==> config.mk <==
export PLATFORM = sky130hd
export DESIGN_NAME = wg_slot_id_release
export DESIGN_NICKNAME = d
export VERILOG_FILES = /design/src/rtl/wg_slot_id_release_pkg.sv /design/src/rtl/wg_done_fifo.sv /design/src/rtl/wg_slot_id_release.sv
export SDC_FILE = /design/constraint.sdc
export NUM_CORES = 1
export LEC_CHECK = 0
export CORE_ASPECT_RATIO = 0.8
export CORE_UTILIZATION = 55
export CTS_CLUSTER_DIAMETER = 150
export DETAILED_ROUTE_END_ITERATION = 16
export PLACE_DENSITY = 0.8
export SLEW_MARGIN = 40
export SYNTH_ARGS = -nofsm -noshare
export SYNTH_HDL_FRONTEND = slang
export SYNTH_HIERARCHICAL = 1
export SYNTH_SLANG_ARGS = --single-unit
==> constraint.sdc <==
create_clock -name clk -period 4.11 [get_ports clk]
set_input_delay 0.6165 -clock clk [delete_from_list [all_inputs] [get_ports clk]]
set_output_delay 0.6165 -clock clk [all_outputs]
set_load 0.01 [all_outputs]
==> src/rtl/wg_slot_id_release_pkg.sv <==
// Shared widths, types and helpers for per-CU workgroup slot tracking.
// Slot selection picks the lowest free index (bit 0 has highest priority).
package wg_slot_id_release_pkg;

  localparam int WG_ID_WIDTH      = 6;
  localparam int WG_SLOT_ID_WIDTH = 3;
  localparam int SLOT_ID_NUM      = 1 << WG_SLOT_ID_WIDTH;

  typedef logic [WG_ID_WIDTH-1:0]      wg_id_t;
  typedef logic [WG_SLOT_ID_WIDTH-1:0] slot_id_t;
  typedef logic [SLOT_ID_NUM-1:0]      slot_map_t;

  // Isolate the lowest set bit as a one-hot grant.
  function automatic slot_map_t fixed_pri(input slot_map_t req);
    return req & (~req + slot_map_t'(1));
  endfunction

  // One-hot to binary index.
  function automatic slot_id_t one2bin(input slot_map_t oh);
    slot_id_t idx;
    idx = '0;
    for (int i = 0; i < SLOT_ID_NUM; i++) begin
      if (oh[i]) idx = idx | slot_id_t'(i);
    end
    return idx;
  endfunction

endpackage

==> src/rtl/wg_done_fifo.sv <==
// Two-entry valid/ready FIFO holding completion records.
// Output always comes from the storage register; there is no bypass.
module wg_done_fifo #(
  parameter int W = 8
) (
  input  logic         clk,
  input  logic         rst_n,
  input  logic         in_valid,
  output logic         in_ready,
  input  logic [W-1:0] in_data,
  output logic         out_valid,
  input  logic         out_ready,
  output logic [W-1:0] out_data
);

  logic [W-1:0] mem [2];
  logic         wr_ptr;
  logic         rd_ptr;
  logic [1:0]   count;
  logic         push;
  logic         pop;

  assign in_ready  = count != 2'd2;
  assign out_valid = count != 2'd0;
  assign push      = in_valid & in_ready;
  assign pop       = out_valid & out_ready;
  assign out_data  = mem[rd_ptr];

  // Storage, pointers and occupancy.
  always_ff @(posedge clk or negedge rst_n) begin
    if (!rst_n) begin
      mem[0] <= '0;
      mem[1] <= '0;
      wr_ptr <= 1'b0;
      rd_ptr <= 1'b0;
      count  <= 2'd0;
    end else begin
      if (push) begin
        mem[wr_ptr] <= in_data;
        wr_ptr      <= ~wr_ptr;
      end
      if (pop) rd_ptr <= ~rd_ptr;
      count <= count + {1'b0, push} - {1'b0, pop};
    end
  end

endmodule

==> src/rtl/wg_slot_id_release.sv <==
// Per-CU slot allocator with wg_id table and release path.
// Retired workgroups are reported through a 2-entry done queue.
module wg_slot_id_release
  import wg_slot_id_release_pkg::*;
#(
  parameter int NUMBER_CU   = 2,
  parameter int CU_ID_WIDTH = 1
) (
  input  logic                        clk,
  input  logic                        rst_n,
  input  logic                        alloc_valid_i,
  output logic                        alloc_ready_o,
  input  logic [WG_ID_WIDTH-1:0]      alloc_wg_id_i,
  input  logic [CU_ID_WIDTH-1:0]      alloc_cu_id_i,
  output logic                        alloc_resp_valid_o,
  output logic [WG_SLOT_ID_WIDTH-1:0] alloc_slot_id_o,
  input  logic                        rel_valid_i,
  output logic                        rel_ready_o,
  input  logic [CU_ID_WIDTH-1:0]      rel_cu_id_i,
  input  logic [WG_SLOT_ID_WIDTH-1:0] rel_slot_id_i,
  output logic                        done_valid_o,
  input  logic                        done_ready_i,
  output logic [WG_ID_WIDTH-1:0]      done_wg_id_o,
  output logic [CU_ID_WIDTH-1:0]      done_cu_id_o,
  output logic [NUMBER_CU-1:0]        cu_full_o,
  output logic                        all_idle_o,
  output logic                        err_free_o
);

  localparam int QW = WG_ID_WIDTH + CU_ID_WIDTH;

  slot_map_t [NUMBER_CU-1:0] occ;
  slot_map_t [NUMBER_CU-1:0] occ_nxt;
  wg_id_t    tbl [NUMBER_CU][SLOT_ID_NUM];

  logic      alloc_cu_ok;
  logic      rel_cu_ok;
  slot_map_t free_map;
  slot_id_t  free_slot;
  logic      alloc_acc;
  logic      rel_acc;
  logic      rel_hit;
  logic      q_ready;
  logic      q_valid;
  logic [QW-1:0] q_din;
  logic [QW-1:0] q_dout;

  assign alloc_cu_ok = int'(alloc_cu_id_i) < NUMBER_CU;
  assign rel_cu_ok   = int'(rel_cu_id_i) < NUMBER_CU;

  assign free_map  = alloc_cu_ok ? ~occ[alloc_cu_id_i] : '0;
  assign free_slot = one2bin(fixed_pri(free_map));

  assign alloc_ready_o = alloc_cu_ok & (|free_map);
  assign alloc_acc     = alloc_valid_i & alloc_ready_o;

  assign rel_ready_o = q_ready;
  assign rel_acc     = rel_valid_i & rel_ready_o;
  assign rel_hit     = rel_acc & rel_cu_ok &
                       occ[rel_cu_id_i][rel_slot_id_i];

  assign q_din = {tbl[rel_cu_id_i][rel_slot_id_i], rel_cu_id_i};

  // Alloc sets and release clears distinct bits of the bitmap.
  always_comb begin
    occ_nxt = occ;
    if (alloc_acc) occ_nxt[alloc_cu_id_i][free_slot] = 1'b1;
    if (rel_hit)   occ_nxt[rel_cu_id_i][rel_slot_id_i] = 1'b0;
  end

  // Bitmap, slot table, response pulse and sticky error.
  always_ff @(posedge clk or negedge rst_n) begin
    if (!rst_n) begin
      occ                <= '0;
      alloc_resp_valid_o <= 1'b0;
      alloc_slot_id_o    <= '0;
      err_free_o         <= 1'b0;
      for (int c = 0; c < NUMBER_CU; c++) begin
        for (int s = 0; s < SLOT_ID_NUM; s++) begin
          tbl[c][s] <= '0;
        end
      end
    end else begin
      occ                <= occ_nxt;
      alloc_resp_valid_o <= alloc_acc;
      if (alloc_acc) begin
        alloc_slot_id_o               <= free_slot;
        tbl[alloc_cu_id_i][free_slot] <= alloc_wg_id_i;
      end
      if (rel_acc & ~rel_hit) err_free_o <= 1'b1;
    end
  end

  wg_done_fifo #(
    .W (QW)
  ) u_done_fifo (
    .clk       (clk),
    .rst_n     (rst_n),
    .in_valid  (rel_hit),
    .in_ready  (q_ready),
    .in_data   (q_din),
    .out_valid (q_valid),
    .out_ready (done_ready_i),
    .out_data  (q_dout)
  );

  assign done_valid_o = q_valid;
  assign done_wg_id_o = q_dout[QW-1:CU_ID_WIDTH];
  assign done_cu_id_o = q_dout[CU_ID_WIDTH-1:0];

  // Per-CU full flags from the registered bitmap.
  always_comb begin
    cu_full_o = '0;
    for (int c = 0; c < NUMBER_CU; c++) begin
      cu_full_o[c] = &occ[c];
    end
  end

  assign all_idle_o = ~(|occ) & ~q_valid;

endmodule

# Word-level counts from Yosys, hierarchy flattened
# Index checks and enable logic that the tools add are counted.
[classes] muxes=40 n_eq_ne=1 addsub=3 reduce_logical=12 n_lt_le_gt_ge=17 bitwise=24
[ops] operator="$mux 48" count=4
[ops] operator="$bwmux 96" count=1
[ops] operator="$demux 48 s1" count=1
[ops] operator="$mux 8" count=6
[ops] operator="$mux 16" count=2
[ops] operator="$mux 7" count=4
[ops] operator="$bmux 6 s3" count=1
[ops] operator="$demux 6 s3" count=1
[ops] operator="$mux 6" count=3
[ops] operator="$and 16x16->16" count=1
[ops] operator="$demux 8 s1" count=2
[ops] operator="$not 16->16" count=1
[ops] operator="$not 8->8" count=2
[ops] operator="$or 16x16->16" count=1
[ops] operator="$reduce_and 8->1" count=2
[ops] operator="$reduce_or 16->1" count=1
[ops] operator="$bwmux 14" count=1
[ops] operator="$mux 3" count=4
[ops] operator="$add 8x1->8 const B" count=1
[ops] operator="$and 8x8->8" count=1
[ops] operator="$ge 2x2->1 const B" count=4
[ops] operator="$ge 4x4->1 const B" count=2
[ops] operator="$lt 3x4->1 const B" count=2
[ops] operator="$not 1->2" count=4
[ops] operator="other kinds (19)" count=45
[word_totals] out_inout_bits=18 word_cells=123 register_bits=135

# Logic depth before layout (Yosys ltp)
[depth] ltp_word=23 ltp_mapped=10

# Cells and area by module
# The synthesis kept the hierarchy.
[by_module_without_submodules] mod="wg_slot_id_release" area_each_um2=5865.6 cells_per_inst=406 instances=1 seq_area_each_um2=2927.8
[by_module_without_submodules] mod="wg_done_fifo" area_each_um2=879.6 cells_per_inst=55 instances=1 seq_area_each_um2=450.4

# Worst setup path after synthesis
# OpenSTA, ideal clock, no wires.
[synth_timing] path_kind="in2reg" from="input rel_cu_id_i" to="register u_done_fifo.count[1]" path_buffers=1 arrival_ps=2886 required_time_ps=4030 slack_ps=1144 cell_stages=10 path_cell_list="clkbuf_1 mux4_2 mux4_2 and2_1 nand2_1 ha_1 inv_1 ha_1 xnor2_1 xnor2_1"
[synth_between] elab_chain_cells=8
[synth_rtl] item="start, declared" line_no="wg_slot_id_release.sv:19" rtl="input logic [CU_ID_WIDTH-1:0] rel_cu_id_i,"
[synth_rtl] item="$mux 8 (implied by the code) (2 in a row)" line_no="wg_slot_id_release.sv:60" rtl="occ[rel_cu_id_i][rel_slot_id_i];"
[synth_rtl] item="$bmux 1 s3" line_no="wg_slot_id_release.sv:60"
[synth_rtl] item="$mux 1 (implied by the code)" line_no="wg_slot_id_release.sv:60"
[synth_rtl] item="$and 1x1->1" line_no="wg_slot_id_release.sv:59" rtl="assign rel_hit = rel_acc & rel_cu_ok &"
[synth_rtl] item="named net rel_hit" line_no="wg_slot_id_release.sv:42" rtl="logic rel_hit;"
[synth_rtl] item="$and 1x1->1" line_no="wg_done_fifo.sv:25" rtl="assign push = in_valid & in_ready;"
[synth_rtl] item="$add 2x1->2" line_no="wg_done_fifo.sv:43" rtl="count <= count + {1'b0, push} - {1'b0, pop};"
[synth_rtl] item="$sub 2x1->2" line_no="wg_done_fifo.sv:43"
[synth_rtl] item="end signal, assigned" line_no="wg_done_fifo.sv:43"
[synth_rtl] item="end, declared" line_no="wg_done_fifo.sv:19" rtl="logic [1:0] count;"
# The timed path passes the listed nets, and every way through them passes these cells. The select of a mux whose other input is x is not followed.
# A chain may end at the register's enable or synchronous reset.

# Worst setup path after layout
[layout_timing] from="input alloc_cu_id_i" to="output alloc_ready_o"
[layout_between] elab_chain_cells=4
[layout_rtl] item="start, declared" line_no="wg_slot_id_release.sv:14" rtl="input logic [CU_ID_WIDTH-1:0] alloc_cu_id_i,"
[layout_rtl] item="$mux 8 (implied by the code) (2 in a row)" line_no="wg_slot_id_release.sv:51" rtl="assign free_map = alloc_cu_ok ? ~occ[alloc_cu_id_i] : '0;"
[layout_rtl] item="$not 8->8" line_no="wg_slot_id_release.sv:51"
[layout_rtl] item="$reduce_or 8->1" line_no="wg_slot_id_release.sv:54" rtl="assign alloc_ready_o = alloc_cu_ok & (|free_map);"
[layout_rtl] item="end, declared" line_no="wg_slot_id_release.sv:12" rtl="output logic alloc_ready_o,"
# Every way passes these cells. The select of a mux whose other input is x is not followed.

==> impl_metrics.tcl <==
set metrics [dict create \
    hp-class "input port to async pin" \
    path_cells "clkdlybuf4s50_1 -> nand3b_1 -> a22oi_1 -> nand2_1 -> clkdlybuf4s50_1" \
    rr_startpoint "occ[13]$_DFF_PN0_" \
    layout_commonest_cell "dfrtp_1" \
    max_slew.worst_pin.slew_ns 0.656 \
    synth_edf_count 0 \
    grt.total_usage_pct 27.5 \
    startpoint "alloc_cu_id_i" \
    drive_gt1_share_pct 41.7 \
    grt_pass1_wl_mm 25.2 \
    synth-warning-count 6 \
    port_buffers 33 \
    post_cts_buffers 0 \
    num-nets-final 514 \
    cpPeakStageDelay_ns 0.71 \
    final_cell_mix "dfrtp_1 (135), mux2_2 (87), mux4_2 (35), clkdlybuf4s50_1 (31), mux2_4 (26)" \
    cts_tree "yes" \
    synthArstFlopShare_pct 100 \
    synthCells 461 \
    htree_levels 4 \
    crit_path_frequent_cell "clkdlybuf4s50_1" \
    powerDensity_nw_per_um2 721 \
    drtIter0Drc 217 \
    cp-end-kind "output port" \
    grt_pass1_vias 4291 \
    diodes 0 \
    rows 35 \
    ir_worst_vdd_v 0.000380 \
    cts-buffers-inserted 17 \
    antenna_found_initial 0 \
    dpl-instance-area_um2 7180 \
    coreArea_um2 11700 \
    max_freq_mhz 303 \
    synth_top_area_share_pct 50.1 \
    syn_to_final_growth_pct 16.2 \
    root_buffer "clkbuf_16" \
    yosysTopAreaCell "dfrtp_1" \
    hpwl_mm 9.94 \
    die_x_um 126 \
    crit_type "input port to output port" \
    synth.cell_area_um2 6750 \
    ys_seq_elements 135 \
    synth_cell_types 58 \
    grt-ovfl-total 0 \
    cp-start-kind "input port" \
    synth_nets 479 \
    io_pins 34 \
    clock_sinks 135 \
    clk_path_buf_depth 2 \
    cpMaxStageDelayCell "clkdlybuf4s50_1" \
    post_drt_wl_per_cell_um 24.0 \
    dr_total_vias 4193 \
    grt_max_degree 68 \
    cp_max_fo 18 \
    ctsHoldBuffers 0 \
    avgSynthCellArea_um2 14.6 \
    finalClockSkew_ns 0.00615 \
    cp.required_ns 3.49 \
    die_area_um2 12700 \
    drv_cap 0 \
    period_share_pct 80.4 \
    insertion_delay_ns 0.41 \
    die_y_um 101 \
    viasPerCell 6.38 \
    synthFlopType "dfrtp_1" \
    rsz0062_at_grt "no" \
    drv_slew 0 \
    cts_resized 0 \
    synth_area_leaders "dfrtp_1 (50%), mux2_2 (15%), mux4_2 (12%), mux2_4 (5.8%), nand2b_1 (1.2%)" \
    tns_ns 0 \
    fillers 830 \
    critPathArrivalTime_ns 2.69 \
    route.antenna.remaining_nets 0 \
    hold_viol 0 \
    leakage_nw 3.46 \
    drt_wl_total_mm 15.8 \
    drc_errors 0 \
    firstDrtPassIters 4 \
    status "completed" \
    final_cell_area_um2 7840 \
    start_util_pct 57.5 \
    setup_violations 0 \
    place.gp.congestion 0.924 \
    path_clk_slew_ns 0.06 \
    synth-seq-area-share_pct 50.1 \
    min_period_ns 3.30 \
    slew_headroom_pct 56.2 \
]
==> where the power goes <==
group          internal [mW]  switching, mW
sequential              1.86          0.441
clock                   1.09          0.544
combinational           1.03          0.683
==> per-layer routing <==
layer	track usage [%]	part of all wire [%]
met1	38.3	44
met2	42.4	47
met3	5.68	6.7
met4	11.9	2.4
met5	0	0
==> sequential cells by signal, summed over array words and instances (netlist names) <==
register	count
occ	16
u_done_fifo/count	2
alloc_slot_id_o	3
u_done_fifo/rd_ptr	1
err_free_o	1
alloc_resp_valid_o	1
tbl	96
u_done_fifo/wr_ptr	1
u_done_fifo/mem	14
==> area by class of cell <==
type | instances | area [µm²] | share of cell area [%]
Sequential cell | 135 | 3380 | 43.1
Multi-Input combinational cell | 286 | 3170 | 40.5
Clock buffer | 20 | 447 | 5.70
Timing Repair Buffer | 45 | 417 | 5.31
Clock inverter | 12 | 199 | 2.54
Tap cell | 148 | 185 | 2.36
Inverter | 11 | 41.3 | 0.527
==> per-stage QoR <==
stage / worst slack [ns] / hold slack [ns] / power (mW) / std cells / utilization [%]
detailed placement: 0.757 / 0.474 / 3.98 / 625 / 61.2
finish: 0.807 / 0.188 / 5.65 / 657 / 66.8
floorplan: 1.14 / 0.321 / 3.44 / 461 / -
global placement: 0.781 / 0.466 / 3.91 / 625 / 61.2
global route: 0.687 / 0.229 / 5.93 / 657 / 66.8
CTS: 0.829 / 0.323 / 5.66 / 657 / 66.7
==> path summary, 6_finish.rpt <==
| kind | to | slack [ns] | depth (start not counted) |
|---|---|---|---|
| max | alloc_ready_o | 0.81 | 5 |
| min | alloc_slot_id_o[2]$_DFFE_PN0P_ | 0.19 | 1 |
| max reg2reg | u_done_fifo/count[1]$_DFF_PN0_ | 1.52 | 9 |
| min reg2reg | tbl[49]$_DFFE_PN0P_ | 0.48 | 1 |
| max in group asynchronous | tbl[77]$_DFFE_PN0P_ | 3.00 | 2 |
| min in group clk | tbl[49]$_DFFE_PN0P_ | 0.48 | 1 |
==> synth_stat cells (all sizes together) (2+ instances only) <==
library cell / count
nor3: 7
and3: 2
nor2: 6
nor2b: 2
dfrtp: 135
nor4: 6
xnor2: 3
o21ai: 12
inv: 11
nand2: 16
or2: 2
mux4: 35
nand3b: 4
nand3: 11
nor3b: 2
a22o: 2
mux2i: 2
or3: 3
a22oi: 3
and3b: 2
o31ai: 2
mux2: 118
a21oi: 8
buf: 10
clkbuf: 19
nand2b: 14
nand4: 5
and2: 5
ha: 2
==> logic make-up (layout without fill, tap and decap cells) <==
group / count (synthesis) / after routing / share of synthesized area (%)
buffers and inverters: 40 / 88 / 2.97
AOI/OAI and AO/OA: 36 / 36 / 3.82
xor gates and xnor gates: 4 / 4 / 0.519
muxes: 155 / 155 / 33.1
and+or+nand+nor: 89 / 89 / 9.11
adders and majority gates: 2 / 2 / 0.371
DFF: 135 / 135 / 50.1
==> critical path, delay by kind of cell <==
family / cells / cell delay (ns)
compound gates: 1 / 0.33
buf+inv: 2 / 1.21
simple gates: 2 / 0.52
No activity file was read; power rests on OpenSTA's default activity.
